<file path="config.mk">
export PLATFORM = sky130hd
export DESIGN_NAME = icache_refill_ctrl
export DESIGN_NICKNAME = d
export VERILOG_FILES = /design/src/rtl/icache_refill_ctrl.sv
export SDC_FILE = /design/constraint.sdc
export NUM_CORES = 1
export LEC_CHECK = 0
export BUFFER_PORTS_ARGS = -buffer_cell sky130_fd_sc_hd__buf_2
export CAP_MARGIN = 25
export CORE_ASPECT_RATIO = 1.4
export CORE_MARGIN = 5
export CORE_UTILIZATION = 31
export CTS_CLUSTER_SIZE = 16
export DETAILED_ROUTE_END_ITERATION = 12
export GPL_TIMING_DRIVEN = 0
export PLACE_DENSITY = 0.71
export SETUP_SLACK_MARGIN = 0.1
export SYNTH_ARGS = -nofsm -noshare
export SYNTH_HDL_FRONTEND = slang
export SYNTH_SLANG_ARGS = --single-unit
</file>
<file path="constraint.sdc">
create_clock -name clock -period 1.73 [get_ports clock]
set_clock_uncertainty 0.1 [all_clocks]
set_input_delay 0.346 -clock clock [delete_from_list [all_inputs] [get_ports clock]]
set_output_delay 0.346 -clock clock [all_outputs]
set_load 0.05 [all_outputs]
</file>
<file path="src/rtl/icache_refill_ctrl.sv">
// Instruction-cache refill controller.
// Clears every tag entry after reset or on request, and on a lookup miss
// fetches the whole line with one AXI4 INCR burst before committing its tag.
// It is the sole writer of both the data array and the tag array.

package icache_pkg;
    localparam int unsigned WDSZ        = 32;
    localparam int unsigned LADDRSZ     = 8;
    localparam int unsigned WADDRSZ     = 6;
    localparam int unsigned BADDRSZ     = 3;
    localparam int unsigned TAGSZ       = 15;
    localparam int unsigned LNUM        = 256;
    localparam int unsigned AXI_WIDTH   = 64;
    localparam int unsigned WBKSZ       = 2;
    localparam int unsigned ALLOC_BEATS = 32;

    typedef struct packed {
        logic [TAGSZ-1:0]   tag;
        logic [LADDRSZ-1:0] laddr;
        logic [WADDRSZ-1:0] waddr;
        logic [BADDRSZ-1:0] baddr;
    } addr_t;

    typedef struct packed {
        logic [TAGSZ-1:0] tag;
        logic             valid;
        logic             dirty;
    } overhead_t;
endpackage

module icache_refill_ctrl
    import icache_pkg::*;
(
    input  logic                 clock,
    input  logic                 reset_n,
    input  logic                 miss_valid,
    input  logic [WDSZ-1:0]      miss_addr,
    output logic                 miss_ready,
    input  logic                 inv_req,
    output logic                 inv_done,
    output logic                 refill_done,
    output logic                 refill_err,
    output logic                 busy,
    output logic [WDSZ-1:0]      araddr,
    output logic [7:0]           arlen,
    output logic [2:0]           arsize,
    output logic [1:0]           arburst,
    output logic                 arvalid,
    input  logic                 arready,
    input  logic [AXI_WIDTH-1:0] rdata,
    input  logic [1:0]           rresp,
    input  logic                 rlast,
    input  logic                 rvalid,
    output logic                 rready,
    output logic                 data_we,
    output logic [LADDRSZ-1:0]   data_laddr,
    output logic [WADDRSZ-1:0]   data_waddr,
    output logic [AXI_WIDTH-1:0] data_wdata,
    output logic                 tag_we,
    output logic [LADDRSZ-1:0]   tag_laddr,
    output logic [TAGSZ+1:0]     tag_wdata
);

    typedef enum logic [2:0] {
        S_INV,
        S_IDLE,
        S_AR,
        S_RD,
        S_COMMIT
    } state_t;

    localparam int unsigned        BEATW     = $clog2(ALLOC_BEATS);
    localparam int unsigned        LOFF      = WADDRSZ + BADDRSZ;
    localparam logic [BEATW-1:0]   LAST_BEAT = BEATW'(ALLOC_BEATS - 1);
    localparam logic [LADDRSZ-1:0] LAST_SET  = LADDRSZ'(LNUM - 1);
    localparam logic [WDSZ-1:0]    LINE_MASK = WDSZ'((1 << LOFF) - 1);

    state_t             state_q;
    logic [LADDRSZ-1:0] inv_cnt_q;
    logic [BEATW-1:0]   beat_cnt_q;
    logic               err_q;
    logic [WDSZ-1:0]    addr_q;

    logic               count_last;
    logic [LADDRSZ-1:0] line_laddr;
    logic [TAGSZ-1:0]   line_tag;
    overhead_t          commit_ovh;

    assign count_last = (beat_cnt_q == LAST_BEAT);
    assign line_laddr = addr_q[LOFF +: LADDRSZ];
    assign line_tag   = addr_q[WDSZ-1 -: TAGSZ];

    // Burst shape is fixed; the address is the latched miss with its line offset cleared.
    assign arlen      = 8'(ALLOC_BEATS - 1);
    assign arsize     = 3'd3;
    assign arburst    = 2'b01;
    assign araddr     = addr_q & ~LINE_MASK;
    assign data_laddr = line_laddr;
    assign data_waddr = WADDRSZ'(32'(beat_cnt_q) * WBKSZ);
    assign data_wdata = rdata;
    assign busy       = (state_q != S_IDLE);

    // Sweep / accept / burst / commit sequencing.
    always_ff @(posedge clock) begin
        if (!reset_n) begin
            state_q    <= S_INV;
            inv_cnt_q  <= '0;
            beat_cnt_q <= '0;
            err_q      <= 1'b0;
            addr_q     <= '0;
        end else begin
            case (state_q)
                S_INV: begin
                    inv_cnt_q <= inv_cnt_q + LADDRSZ'(1);
                    if (inv_cnt_q == LAST_SET) begin
                        state_q <= S_IDLE;
                    end
                end
                S_IDLE: begin
                    if (inv_req) begin
                        inv_cnt_q <= '0;
                        state_q   <= S_INV;
                    end else if (miss_valid) begin
                        addr_q  <= miss_addr;
                        state_q <= S_AR;
                    end
                end
                S_AR: begin
                    if (arready) begin
                        beat_cnt_q <= '0;
                        err_q      <= 1'b0;
                        state_q    <= S_RD;
                    end
                end
                S_RD: begin
                    if (rvalid) begin
                        beat_cnt_q <= beat_cnt_q + BEATW'(1);
                        // A bad response or rlast disagreeing with the beat count both poison the line.
                        if ((rresp != 2'b00) || (rlast != count_last)) begin
                            err_q <= 1'b1;
                        end
                        if (rlast || count_last) begin
                            state_q <= S_COMMIT;
                        end
                    end
                end
                S_COMMIT: begin
                    state_q <= S_IDLE;
                end
                default: begin
                    state_q <= S_INV;
                end
            endcase
        end
    end

    // Strobes decoded from the current state; all forced low while reset is held.
    always_comb begin
        miss_ready       = 1'b0;
        inv_done         = 1'b0;
        refill_done      = 1'b0;
        refill_err       = 1'b0;
        arvalid          = 1'b0;
        rready           = 1'b0;
        data_we          = 1'b0;
        tag_we           = 1'b0;
        tag_laddr        = inv_cnt_q;
        commit_ovh       = '0;
        commit_ovh.tag   = line_tag;
        commit_ovh.valid = ~err_q;
        commit_ovh.dirty = 1'b0;
        tag_wdata        = '0;
        if (reset_n) begin
            case (state_q)
                S_INV: begin
                    tag_we   = 1'b1;
                    inv_done = (inv_cnt_q == LAST_SET);
                end
                S_IDLE: begin
                    miss_ready = miss_valid && !inv_req;
                end
                S_AR: begin
                    arvalid = 1'b1;
                end
                S_RD: begin
                    rready  = 1'b1;
                    data_we = rvalid;
                end
                S_COMMIT: begin
                    tag_we      = 1'b1;
                    tag_laddr   = line_laddr;
                    tag_wdata   = commit_ovh;
                    refill_done = 1'b1;
                    refill_err  = err_q;
                end
                default: begin
                end
            endcase
        end
    end

endmodule

</file>
Word level (Yosys, flattened, before mapping)
Index checks and enable logic that the tools add are counted.

storage, ports and cells
  input bits = 105
  output and inout port bits = 157
  bits in registers = 49
  word-level logic and storage cells = 74

operators by class
  equality and inequality tests = 15
  add/subtract/negate cells = 2
  reduce and logical (&&, ||, !) cells = 14
  bitwise operators = 2
  multiplexer cells = 36

operators by type and width
  kind                                                                      count
  17-bit 2-to-1 mux                                                         2
  8-bit 2-to-1 mux                                                          3
  1-bit 2-to-1 mux                                                          19
  3-bit 2-to-1 mux                                                          6
  8-bit case mux with 2 select lines                                        1
  3-bit case mux with 5 select lines                                        1
  2-bit inequality test (second input constant)                             6
  5-bit 2-to-1 mux                                                          2
  5-bit case mux with 2 select lines                                        1
  8-bit by 1-bit adder with 8-bit output (second input constant)            1
  8-bit == test (second input constant)                                     1
  3-bit by 2-bit == test with 1-bit output (second input constant)          2
  3-bit AND reduction                                                       2
  2-bit nonzero test                                                        3
  5-bit by 1-bit adder with 5-bit output (second input constant)            1
  5-bit == test (second input constant)                                     1
  5-bit AND reduction                                                       1
  4-bit AND reduction                                                       1
  3-bit by 1-bit == test with 1-bit output (second input constant)          1
  3-bit == test (second input constant)                                     1
  3-bit logical NOT                                                         1
  3-bit by 1-bit inequality test with 1-bit output (second input constant)  1
  3-bit inequality test (second input constant)                             1
  1-bit logical OR                                                          2
  other kinds (7)                                                           8

Depth between registers and ports, before layout
  word-level depth = 6
  depth in mapped cells = 9
  mapped depth without buffers = 9

Worst setup path after synthesis
Ideal clock, no wire load.

  kind = flip-flop to output port
  start point = register state_q[1]
  end point = output port tag_laddr[7]
  data arrival time = 1,991 ps
  path slack = -707 ps
  cell stages (with the launch flop) = 6
  path buffers = 2
  cell sequence = dfxtp_1 -> buf_6 -> nor3b_4 -> and2_1 -> buf_4 -> o21ai_0

on the way
  longest elaborated chain between the ends = 3

RTL lines
  item                    line  source
  from (decl)             78    state_t state_q;
  from (signal assigned)  106   state_q <= S_INV;
  from (signal assigned)  116   state_q <= S_IDLE;
  from (signal assigned)  122   state_q <= S_INV;
  3-bit == test           174   case (state_q)
  8-bit 2-to-1 mux        174
  8-bit 2-to-1 mux        173   if (reset_n) begin
  to (decl)               60    output logic [LADDRSZ-1:0] tag_laddr,

Every way passes these cells.

Worst setup path in the final report
  start point = register state_q[1]
  end point = output port tag_laddr[5]

Same word-level chain as after synthesis.

==> qor.yml <==
global_route:
  grt-ovfl-total: 0
  grt_pass1_wl_um: 14140
  grtUsageTotal: 0.1661
  grt_pass1_vias: 2898
  antenna_found_initial: 0
  grt_max_degree: 15
worst_setup_path:
  reg2reg_depth: 10
  critPathKind: "reg2out"
  crit_chain: "buf_6 -> nor3b_4 -> and2_4 -> clkbuf_16 -> mux2_4 -> buf_8"
  reg2reg_slack_ns: -0.17
  cp_top_family: "buffers and inverters"
  crit_path_start_kind: "register"
  path_buf_inv: 3
  crit_required_ns: 1.28
  r2r-end: "inv_cnt_q[7]$_SDFFE_PN0P_"
  cp_max_fo: 5
  cp-end-kind: "primary output"
  critPathMaxStageDelay_ns: 0.32
  crit_arrival_ns: 1.72
  reg2reg_from: "state_q[1]$_SDFFE_PN0P_"
  cp_slowest_cell: "dfxtp_2"
timing:
  hold-worst-slack_ns: 0.2075
  period_needed_ns: 2.166
  max_slew.worst_pin.slew_ns: 0.6905
  fin_ws_ns: -0.4362
  max_clock_freq_mhz: 461.6
  fin_crit_sh: 1.252
  hold_viol: 0
  rsz0062_at_grt: "true"
  setup_violations: 59
  slew_headroom: 0.5396
  slew_violations: 0
min_path:
  hp-class: "in2reg"
  hold_end: "addr_q[24]$_SDFFE_PN0N_"
  hp-start: "miss_addr[24]"
  hold_depth: 3
clock_network:
  clk_latency_ns: 0.27
  ctsHoldBuffers: 0
  cts_tree: "yes"
  clock_sinks: 40
  numCtsBuffers: 5
  cts_buffer_depth: 2
  clk_pin_slew_ns: 0.06
  htreeDepth: 2
  cts-root-buf: "clkbuf_16"
route:
  drtIter0Drc: 70
  wirelength_um: 10350
  vias: 3018
  vias_per_cell: 4.518
  dr.pass1.iters: 4
  drc: 0
  ant_nets: 0
  wl_per_cell_um: 15.49
finish:
  ff_latch_area_um2: 822.0
  stdcell_area_um2: 5179
  area_delta_synth_final_pct: 88.91
  n_antenna_cell: 0
  multi_input_area_um2: 1700
  fillers: 736
  final_nets: 672
  finalNonFillerCells: 668
  drive_above_1_share: 0.7513
placement:
  placed_cells: 632
  post-dp-hpwl_um: 7645
  placed_area_um2: 3970
  dp_slack_ns: -0.5509
  place_congestion: 0.8112
  portBuffers: 164
floorplan:
  die_x_um: 89.48
  io_pins: 262
  dieHeight_um: 121.3
  core_um2: 8608
  die-area_um2: 10850
  initial_core_util: 0.3185
  placementRows: 40
pwr:
  p_switching_uw: 910.6
  swShare: 0.3378
  internal_power_uw: 1785
  seq_power_share: 0.345
  pwr-share-comb: 0.304
  power.share.clock: 0.351
  p_per_area_nw_per_um2: 520.6
  ir_worst_vdd_uv: 416.8
  p_leak_uw: 0.002652
yosys:
  yosysTopAreaCell: "dfxtp_1"
  ys_types: 38
  yosys_warnings: 0
  synthesis.area_um2: 2741
  synth_seq_cells: 40
  netlist_instances: 341
  synth.most_common_cell: "buf_4"
  synth_top_area_frac: 0.2921
  synthTopCellsByCount: "97 x buf_4, 53 x nand2_1, 40 x dfxtp_1"
  synthTopCellsByArea: "dfxtp_1 29%, buf_4 27%, nand2_1 7.3%, a21oi_1 5.3%, and3_1 4.8%"
  synth_top_flop_cell: "dfxtp_1"
  ys_seq_area_frac: 0.2921
  synth_edf_count: 0
  synthArstFlopShare: 0
  synth_area_per_cell_um2: 8.039
status:
  status: "finished with violations"
  failed_checks: "setup timing"
job:
  drv_cap: 0
## cells in the final DEF, fill, tap and decap left out, drive strengths merged, types with 3 or more instances in the layout
cell type | netlist | final
nor3 | 5 | 5
o21ai | 5 | 5
and3 | 21 | 21
nand2 | 53 | 53
clkbuf | 8 | 15
conb | 2 | 24
inv | 7 | 7
a211oi | 4 | 4
ha | 4 | 4
a22oi | 3 | 3
xnor2 | 5 | 5
mux2 | 8 | 8
a21oi | 31 | 31
dfxtp | 40 | 40
nor2 | 14 | 14
buf | 103 | 296
nand2b | 3 | 3
nand3 | 5 | 5
## per-stage QoR
step	power, uW	TNS, ns	utilization
floorplan	1579	-1.823	-
global placement	1707	-10.95	0.4612
detailed placement	1712	-11.38	0.4612
CTS	2681	-10.64	0.5362
global route	2793	-15.11	0.6016
finish	2696	-11.27	0.6016
## routing by layer
layer	part of all wire	global-route usage
met4	0.0089	0.03724
met1	0.33	0.1736
met3	0.10	0.05367
met5	0	0
met2	0.55	0.3123
## how the worst max path moves through the flow
stage | depth (start not counted) | slack [ns] | from | end
global placement | 6 | -0.56 | reset_n | tag_laddr[2]
detailed placement | 6 | -0.55 | reset_n | tag_laddr[2]
global route | 6 | -0.50 | state_q[1]$_SDFFE_PN0P_ | tag_laddr[5]
floorplan | 5 | -0.14 | state_q[1]$_SDFFE_PN0P_ | tag_laddr[1]
CTS | 5 | -0.43 | state_q[0]$_SDFFE_PN0P_ | inv_done
finish | 6 | -0.44 | state_q[1]$_SDFFE_PN0P_ | tag_laddr[5]
## worst register-to-register path, stage by stage (launching register included)
cell,delay (ns)
dfxtp_2,0.32
buf_6,0.12
buf_12,0.13
buf_6,0.11
buf_6,0.10
buf_6,0.11
nor2_4,0.17
buf_6,0.12
nor4b_4,0.25
a31o_2,0.20
a21oi_1,0.06
## state kept, by name, summed over array words and instances, names as in the netlist
signal	cells
addr_q	23
inv_cnt_q	8
beat_cnt_q	5
state_q	3
err_q	1
## what timing repair did
item	4_1_cts	5_1_grt
gates resized for setup	108	116
setup buffers	17	12
pin swaps	14	62
cloned	1	3
setup endpoints to repair	49	68
## logic make-up (layout without fill, tap and decap cells)
logic type                 count (synthesis)  after routing  share of synthesized area
xor gates and xnor gates                   5              5                    0.01597
and+or+nand+nor                          116            116                     0.2236
muxes                                      8              8                    0.03286
other                                      2             24                   0.002739
adders and majority gates                  4              4                    0.01826
DFF                                       40             40                     0.2921
AOI/OAI and AO/OA                         48             48                     0.1032
buffers and inverters                    118            318                     0.3113
## power groups by stage
stage | combinational [uW] | clock [uW] | sequential, uW
floorplan | 630 | 0 | 949
global placement | 756 | 0 | 951
detailed placement | 760 | 0 | 952
CTS | 788 | 962 | 932
global route | 856 | 1010 | 932
finish | 819 | 946 | 931
## final cells by class
| type | instances | area share |
|---|---|---|
| repair buffers | 195 | 0.2812 |
| well taps | 105 | 0.02537 |
| clock buffers | 7 | 0.02948 |
| plain buffers | 109 | 0.1718 |
| multi-input cells | 205 | 0.3283 |
| inverters | 7 | 0.005074 |
| flip-flops and latches | 40 | 0.1587 |
(Power assumes the default switching activity.)
